`config.mk`:
```
export PLATFORM = sky130hd
export DESIGN_NAME = sm_mmio_timer
export DESIGN_NICKNAME = d
export VERILOG_FILES = /design/src/rtl/sm_mmio_timer_pkg.sv /design/src/rtl/sm_timer_prescaler.sv /design/src/rtl/sm_mmio_timer.sv
export VERILOG_INCLUDE_DIRS = /design/src /design/src/rtl
export SDC_FILE = /design/constraint.sdc
export NUM_CORES = 1
export LEC_CHECK = 0
export CAP_MARGIN = 20
export CELL_PAD_IN_SITES_DETAIL_PLACEMENT = 1
export CELL_PAD_IN_SITES_GLOBAL_PLACEMENT = 1
export CORE_MARGIN = 2
export CORE_UTILIZATION = 40
export CTS_BUF_LIST = sky130_fd_sc_hd__clkbuf_4 sky130_fd_sc_hd__clkbuf_8
export DETAILED_ROUTE_END_ITERATION = 16
export PLACE_DENSITY_LB_ADDON = 0.1
export SYNTH_ARGS = -nofsm -noshare
export SYNTH_HDL_FRONTEND = slang
export SYNTH_SLANG_ARGS = --single-unit
```
`constraint.sdc`:
```
create_clock -name clk -period 2.9 [get_ports clk]
set_input_delay 0.435 -clock clk [delete_from_list [all_inputs] [get_ports clk]]
set_output_delay 0.435 -clock clk [all_outputs]
set_load 0.05 [all_outputs]
```
`src/rtl/sm_timer.vh`:
```
// sm_timer.vh
// Shared constants for the memory-mapped timer: register byte offsets
// within the 16-byte window, CTRL/STATUS bit positions and the
// state encodings reported in STATUS[2:1].
// Ports: none (header only).

`ifndef SM_TIMER_VH
`define SM_TIMER_VH

`define SM_TIMER_OFF_CTRL        4'h0
`define SM_TIMER_OFF_LOAD        4'h4
`define SM_TIMER_OFF_COUNT       4'h8
`define SM_TIMER_OFF_STATUS      4'hC

`define SM_TIMER_CTRL_EN_BIT     0
`define SM_TIMER_CTRL_AUTO_BIT   1
`define SM_TIMER_CTRL_IRQEN_BIT  2
`define SM_TIMER_CTRL_PRESC_LSB  8
`define SM_TIMER_CTRL_PRESC_MSB  15

`define SM_TIMER_STATUS_EXP_BIT  0
`define SM_TIMER_STATUS_ST_LSB   1
`define SM_TIMER_STATUS_ST_MSB   2

`define SM_TIMER_ST_IDLE         2'd0
`define SM_TIMER_ST_RUN          2'd1
`define SM_TIMER_ST_DONE         2'd2

`endif

```
`src/rtl/sm_mmio_timer_pkg.sv`:
```
// sm_mmio_timer_pkg
// Typed view of the shared timer constants: the state enum and the
// register-select / bit-position localparams used by the RTL.
// Ports: none (package).

`include "sm_timer.vh"

package sm_mmio_timer_pkg;

    typedef enum logic [1:0] {
        ST_IDLE = `SM_TIMER_ST_IDLE,
        ST_RUN  = `SM_TIMER_ST_RUN,
        ST_DONE = `SM_TIMER_ST_DONE
    } state_t;

    localparam logic [3:0] OFF_CTRL   = `SM_TIMER_OFF_CTRL;
    localparam logic [3:0] OFF_LOAD   = `SM_TIMER_OFF_LOAD;
    localparam logic [3:0] OFF_COUNT  = `SM_TIMER_OFF_COUNT;
    localparam logic [3:0] OFF_STATUS = `SM_TIMER_OFF_STATUS;

    // Register select is the word index, so byte lanes are ignored.
    localparam logic [1:0] SEL_CTRL   = OFF_CTRL[3:2];
    localparam logic [1:0] SEL_LOAD   = OFF_LOAD[3:2];
    localparam logic [1:0] SEL_COUNT  = OFF_COUNT[3:2];
    localparam logic [1:0] SEL_STATUS = OFF_STATUS[3:2];

    localparam int CTRL_EN        = `SM_TIMER_CTRL_EN_BIT;
    localparam int CTRL_AUTO      = `SM_TIMER_CTRL_AUTO_BIT;
    localparam int CTRL_IRQEN     = `SM_TIMER_CTRL_IRQEN_BIT;
    localparam int CTRL_PRESC_LSB = `SM_TIMER_CTRL_PRESC_LSB;
    localparam int CTRL_PRESC_MSB = `SM_TIMER_CTRL_PRESC_MSB;

    localparam int STATUS_EXP     = `SM_TIMER_STATUS_EXP_BIT;
    localparam int STATUS_ST_LSB  = `SM_TIMER_STATUS_ST_LSB;
    localparam int STATUS_ST_MSB  = `SM_TIMER_STATUS_ST_MSB;

endpackage

```
`src/rtl/sm_timer_prescaler.sv`:
```
// sm_timer_prescaler
// Tick generator: tick is high for one clk cycle out of every presc+1
// while clr is low. clr holds the phase counter at zero, so the first
// tick after clr drops comes presc cycles later.
// Ports:
//   clk    in   clock
//   rst_n  in   asynchronous reset, active-low
//   clr    in   hold counter at zero, suppress tick
//   presc  in   [7:0] divide ratio minus one
//   tick   out  one-cycle tick pulse

module sm_timer_prescaler (
    input  logic       clk,
    input  logic       rst_n,
    input  logic       clr,
    input  logic [7:0] presc,
    output logic       tick
);

    logic [7:0] cnt;

    // >= rather than == so a smaller PRESC written mid-run cannot strand
    // the counter above the terminal value.
    assign tick = !clr && (cnt >= presc);

    always_ff @(posedge clk or negedge rst_n) begin
        if (!rst_n) begin
            cnt <= 8'd0;
        end else if (clr || tick) begin
            cnt <= 8'd0;
        end else begin
            cnt <= cnt + 8'd1;
        end
    end

endmodule

```
`src/rtl/sm_mmio_timer.sv`:
```
// sm_mmio_timer
// Memory-mapped down-counting timer on the CPU data-memory bus.
// Register window (16 bytes at BASE_ADDR):
//   0x0 CTRL   bit0 EN, bit1 AUTO, bit2 IRQ_EN, [15:8] PRESC
//   0x4 LOAD
//   0x8 COUNT
//   0xC STATUS bit0 EXP (write 1 to clear), [2:1] state
// Reads are combinational; writes land on the clk edge with hit & dmWe.
// Build option: define SM_TIMER_PRESCALER_EN to divide the tick rate by
// PRESC+1; otherwise the timer ticks every cycle and PRESC reads 0.
// Ports:
//   clk      in   clock
//   rst_n    in   asynchronous reset, active-low
//   dmAddr   in   [31:0] byte address
//   dmWe     in   write enable
//   dmWData  in   [31:0] write data
//   rdata    out  [31:0] read data, 0 outside the window
//   hit      out  address inside the window
//   irq      out  EXP & IRQ_EN

`include "sm_timer.vh"

module sm_mmio_timer
    import sm_mmio_timer_pkg::*;
#(
    parameter logic [31:0] BASE_ADDR = 32'h0000_7F00
) (
    input  logic        clk,
    input  logic        rst_n,
    input  logic [31:0] dmAddr,
    input  logic        dmWe,
    input  logic [31:0] dmWData,
    output logic [31:0] rdata,
    output logic        hit,
    output logic        irq
);

    logic [1:0]  reg_sel;
    logic        wr_ctrl;
    logic        wr_load;
    logic        wr_count;
    logic        wr_status;
    logic        ctrl_en;
    logic        ctrl_auto;
    logic        ctrl_irq_en;
    logic [7:0]  presc_rd;
    logic [31:0] load_q;
    logic [31:0] count_q;
    logic        exp_q;
    state_t      state;
    logic        tick;
    logic        ctrl_stop;
    logic        ctrl_start;
    logic        run_tick;
    logic        expire;
    logic        unused_addr_lsbs;

    assign hit              = (dmAddr[31:4] == BASE_ADDR[31:4]);
    assign reg_sel          = dmAddr[3:2];
    assign unused_addr_lsbs = ^dmAddr[1:0];

    assign wr_ctrl   = hit && dmWe && (reg_sel == SEL_CTRL);
    assign wr_load   = hit && dmWe && (reg_sel == SEL_LOAD);
    assign wr_count  = hit && dmWe && (reg_sel == SEL_COUNT);
    assign wr_status = hit && dmWe && (reg_sel == SEL_STATUS);

`ifdef SM_TIMER_PRESCALER_EN
    logic [7:0] ctrl_presc;
    logic       presc_clr;

    // Holding the prescaler clear outside RUN restarts its phase on
    // every entry into RUN.
    assign presc_clr = (state != ST_RUN);
    assign presc_rd  = ctrl_presc;

    sm_timer_prescaler u_prescaler (
        .clk   (clk),
        .rst_n (rst_n),
        .clr   (presc_clr),
        .presc (ctrl_presc),
        .tick  (tick)
    );

    always_ff @(posedge clk or negedge rst_n) begin
        if (!rst_n) begin
            ctrl_presc <= 8'd0;
        end else if (wr_ctrl) begin
            ctrl_presc <= dmWData[CTRL_PRESC_MSB:CTRL_PRESC_LSB];
        end
    end
`else
    assign tick     = (state == ST_RUN);
    assign presc_rd = 8'd0;
`endif

    // A CTRL write with EN=0 wins over a same-cycle tick; EN=1 only
    // (re)starts the count when not already running.
    assign ctrl_stop  = wr_ctrl && !dmWData[CTRL_EN];
    assign ctrl_start = wr_ctrl && dmWData[CTRL_EN] && (state != ST_RUN);
    assign run_tick   = (state == ST_RUN) && tick && !ctrl_stop;
    assign expire     = run_tick && (count_q == 32'd0);

    assign irq = exp_q & ctrl_irq_en;

    // Later assignments in this block deliberately override earlier ones:
    // expiry clears EN after a CTRL write, and a COUNT write overrides
    // any reload or decrement on the same edge.
    always_ff @(posedge clk or negedge rst_n) begin
        if (!rst_n) begin
            state       <= ST_IDLE;
            ctrl_en     <= 1'b0;
            ctrl_auto   <= 1'b0;
            ctrl_irq_en <= 1'b0;
            load_q      <= 32'd0;
            count_q     <= 32'd0;
            exp_q       <= 1'b0;
        end else begin
            if (wr_ctrl) begin
                ctrl_en     <= dmWData[CTRL_EN];
                ctrl_auto   <= dmWData[CTRL_AUTO];
                ctrl_irq_en <= dmWData[CTRL_IRQEN];
            end
            if (wr_load) begin
                load_q <= dmWData;
            end

            if (ctrl_stop) begin
                state <= ST_IDLE;
            end else if (ctrl_start) begin
                state   <= ST_RUN;
                count_q <= load_q;
            end else if (run_tick) begin
                if (count_q != 32'd0) begin
                    count_q <= count_q - 32'd1;
                end else if (ctrl_auto) begin
                    count_q <= load_q;
                end else begin
                    state   <= ST_DONE;
                    ctrl_en <= 1'b0;
                end
            end

            if (wr_count) begin
                count_q <= dmWData;
            end

            if (expire) begin
                exp_q <= 1'b1;
            end else if (wr_status && dmWData[STATUS_EXP]) begin
                exp_q <= 1'b0;
            end
        end
    end

    always_comb begin
        rdata = 32'd0;
        if (hit) begin
            case (reg_sel)
                SEL_CTRL: begin
                    rdata[CTRL_EN]                       = ctrl_en;
                    rdata[CTRL_AUTO]                     = ctrl_auto;
                    rdata[CTRL_IRQEN]                    = ctrl_irq_en;
                    rdata[CTRL_PRESC_MSB:CTRL_PRESC_LSB] = presc_rd;
                end
                SEL_LOAD:  rdata = load_q;
                SEL_COUNT: rdata = count_q;
                default: begin
                    rdata[STATUS_EXP]                  = exp_q;
                    rdata[STATUS_ST_MSB:STATUS_ST_LSB] = state;
                end
            endcase
        end
    end

endmodule

```
==> results_dict.tcl <==
set metrics [dict create \
    status "complete, no violations" \
    whs_ps 180 \
    wl_per_cell_um 20.3 \
    die_area_mm2 0.0126 \
    cp-end-kind "primary output" \
    synth_cells 523 \
    vias_per_cell 5.92 \
    min_period_ps 2800 \
    cts-buffers-inserted 9 \
    grt_pass1_wl_mm 27.1 \
    syn_area_mm2 0.00471 \
    synth-simple-area-share_pct 24.7 \
    first_global_vias 5219 \
    synth_area_per_cell_um2 9.00 \
    ir_worst_vdd_uv 204 \
    slew_headroom_pct 34.8 \
    arrival_ps 2360 \
    io_buffers 98 \
    tightest_slew_ps 977 \
    vias 4746 \
    first_iter_violations 183 \
    first_pass_iters 4 \
    worst-r2r-setup-slack_ps 180 \
    core_mm2 0.0115 \
    fin_skew_ps 9.88 \
    cp.buffers_inverters 4 \
    hpwl_mm 12.2 \
    worstReg2RegEnd "count_q[6]" \
    critPathLaunchType "input pin" \
    critical-path-top-delay-family "buffers and inverters" \
    wl_mm 16.3 \
    dpl_worst_slack_ps -124 \
    final_nets 730 \
    finalCritPeriodShare_pct 96.5 \
    gp_congestion 0.901 \
    placed_area_mm2 0.00649 \
    finalHoldViolCount 0 \
    max_freq_mhz 357 \
    cts_hold_buf 0 \
    netlist_top_cells_area "dfrtp_1 37%, mux2_2 7.7%, nor2_1 6.4%" \
    reg2regPathDepth 8 \
    diodes 0 \
    postLayoutCoreUtil_pct 58.4 \
    hold_class "in2async" \
    path_cells "clkdlybuf4s50_1 > nor4b_2 > nand4_2 > buf_4 > nor2_4 > nand2_1 > buf_4 > nor2_1 > buf_12" \
    synth.area.mux_share_pct 8.51 \
    rsz0062_at_grt "yes" \
    crit_top_cell "buf_4" \
    h-tree-depth 3 \
    leakagePower_nw 2.85 \
    yosysTopAreaCell "dfrtp_1" \
    grt_max_degree 39 \
    layout-area-overhead-vs-synth_pct 42.2 \
    clk_path_buf_depth 2 \
    ys_warn_count 0 \
    cp.required_ps 2470 \
    grt-ovfl-total 0 \
    cts-root-buf "clkbuf_8" \
    start_util_pct 41.0 \
    fp.dieW_um 112 \
    syn-num-nets 597 \
    critPathMaxFanout 14 \
    cts_tree "built" \
    power_density_mw_per_mm2 279 \
    antenna_found_initial 0 \
    setup_violations 0 \
    cp-endpoint "rdata[8]" \
    drv_slew 0 \
    path_clk_slew_ps 80 \
    worst_path_largest_cell_delay_ps 410 \
    synth-seq-area-share_pct 37.2 \
    worst_skew_pair.late_latency_ps 370 \
    synth_xor_area_share_pct 1.49 \
    io_pins 101 \
    critPathLaunch "dmAddr[7]" \
    setup_ws_ps 101 \
    stdcell_area_mm2 0.00669 \
    synth_top_family_by_area "simple AND/OR/NAND/NOR gates" \
    rows 39 \
    grt.total_usage_pct 26.7 \
    ant_nets 0 \
    synth_seq_cells 70 \
    drv_cap 0 \
    synth_top_area_share_pct 37.2 \
    r2r-start "count_q[23]" \
    num-fill-cells 1318 \
    drive_above_1_share_pct 27.8 \
    path_class "in2out" \
    synthDistinctLibCells 64 \
    worst_path_max_delay_cell "clkdlybuf4s50_1" \
    die_h_um 112 \
    drcViolationCount 0 \
    cts_sinks 70 \
    path_depth 9 \
    synth_compound_area_share_pct 21.1 \
    synth-adder-area-share_pct 1.86 \
]
## repair_timing
action,4_1_cts,5_1_grt
endpoints found under the setup margin,19,16
cloned,0,0
gates resized for setup,2,2
buffers inserted,0,2
## per-layer routing
layer	global-route usage (%)	share of wire [%]
met1	34.1	43
met2	46.3	50
met3	4.27	4.7
met4	8.70	1.7
met5	0	0
## worst min-delay path by stage
stage	startpoint	to	slack (ps)	cells past startpoint
6_report	rst_n	count_q[2]	180	1
5_1_grt	rst_n	count_q[2]	250	1
4_1_cts	rst_n	count_q[2]	210	1
3_5_place_dp	load_q[23]	load_q[23]	520	1
3_3_place_gp	ctrl_irq_en	ctrl_irq_en	520	1
2_1_floorplan	rst_n	count_q[0]	140	0
## report_power, final
part / switching, W / internal (W)
Sequential: 0.0000000000646 / 0.000976
Clock: 0.000378 / 0.000341
Combinational: 0.0000765 / 0.0000965
## kinds of logic (layout without fill, tap and decap cells)
group	count (synthesis)	after routing
xor+xnor	8	8
fa+ha+maj	7	7
compound gates	148	148
mux	36	36
buf+inv	45	181
simple gates	209	209
flops	70	70
## sequential cells by signal, indices dropped and copies added, names as in the netlist
register / flops
ctrl_irq_en: 1
state: 2
load_q: 32
ctrl_auto: 1
ctrl_en: 1
exp_q: 1
count_q: 32
## worst reg2reg max path: cells and delay by family, from the launching register on
kind                   cells  cell delay [ps]
AOI/OAI and AO/OA          2              350
DFF                        1              420
buffers and inverters      1              210
and+or+nand+nor            5             1620
## synthesized netlist by cell type (all sizes together)
library cell / instances
a21oi: 40
ha: 7
a32oi: 4
a211o: 4
nor2b: 3
and2: 1
dfrtp: 70
nor2: 83
nor4b: 3
xor2: 2
mux2i: 4
o211a: 1
nand3: 15
a22oi: 29
and4: 2
clkbuf: 25
buf: 11
o41ai: 1
a222oi: 3
nand4: 9
mux2: 32
and3: 4
xnor2: 6
a31oi: 6
o21ai: 20
nor3: 21
nand2b: 6
inv: 9
o31ai: 1
or4: 2
o211ai: 13
and4bb: 1
a21o: 1
nand2: 37
o22ai: 5
a2bb2oi: 1
or3: 5
a211oi: 15
and4b: 1
or2: 4
o221ai: 3
nor4: 12
o31a: 1
## through the flow
step	setup TNS, ps	power (W)	instances
after floorplan	-3.63	0.00102	523
after global routing	-186	0.00193	802
final	0	0.00187	802
after CTS	0	0.00188	800
after detailed placement	-1860	0.00117	786
after global placement	-113	0.00116	786
## placed cells by master, fill, tap and decap left out, drive strengths merged, types with 7 or more instances in the layout
cell type,netlist,layout
a211oi,15,15
ha,7,7
clkbuf,25,12
mux2,32,32
nand3,15,15
nand2,37,37
dfrtp,70,70
inv,9,9
nor3,21,21
a21oi,40,40
a22oi,29,29
o211ai,13,13
nor2,83,83
clkdlybuf4s50,0,64
nand4,9,9
buf,11,94
nor4,12,12
o21ai,20,20
## layout make-up
cell class / count / area, µm² / share of cell area, %
well taps: 143 / 179 / 2.67
multi-input cells: 408 / 2770 / 41.4
clock inverters: 2 / 10.0 / 0.150
repair buffers: 158 / 1790 / 26.8
inverters: 9 / 33.8 / 0.505
clock buffers: 12 / 153 / 2.28
flip-flops and latches: 70 / 1750 / 26.2
No activity file was read; power rests on OpenSTA's default activity.
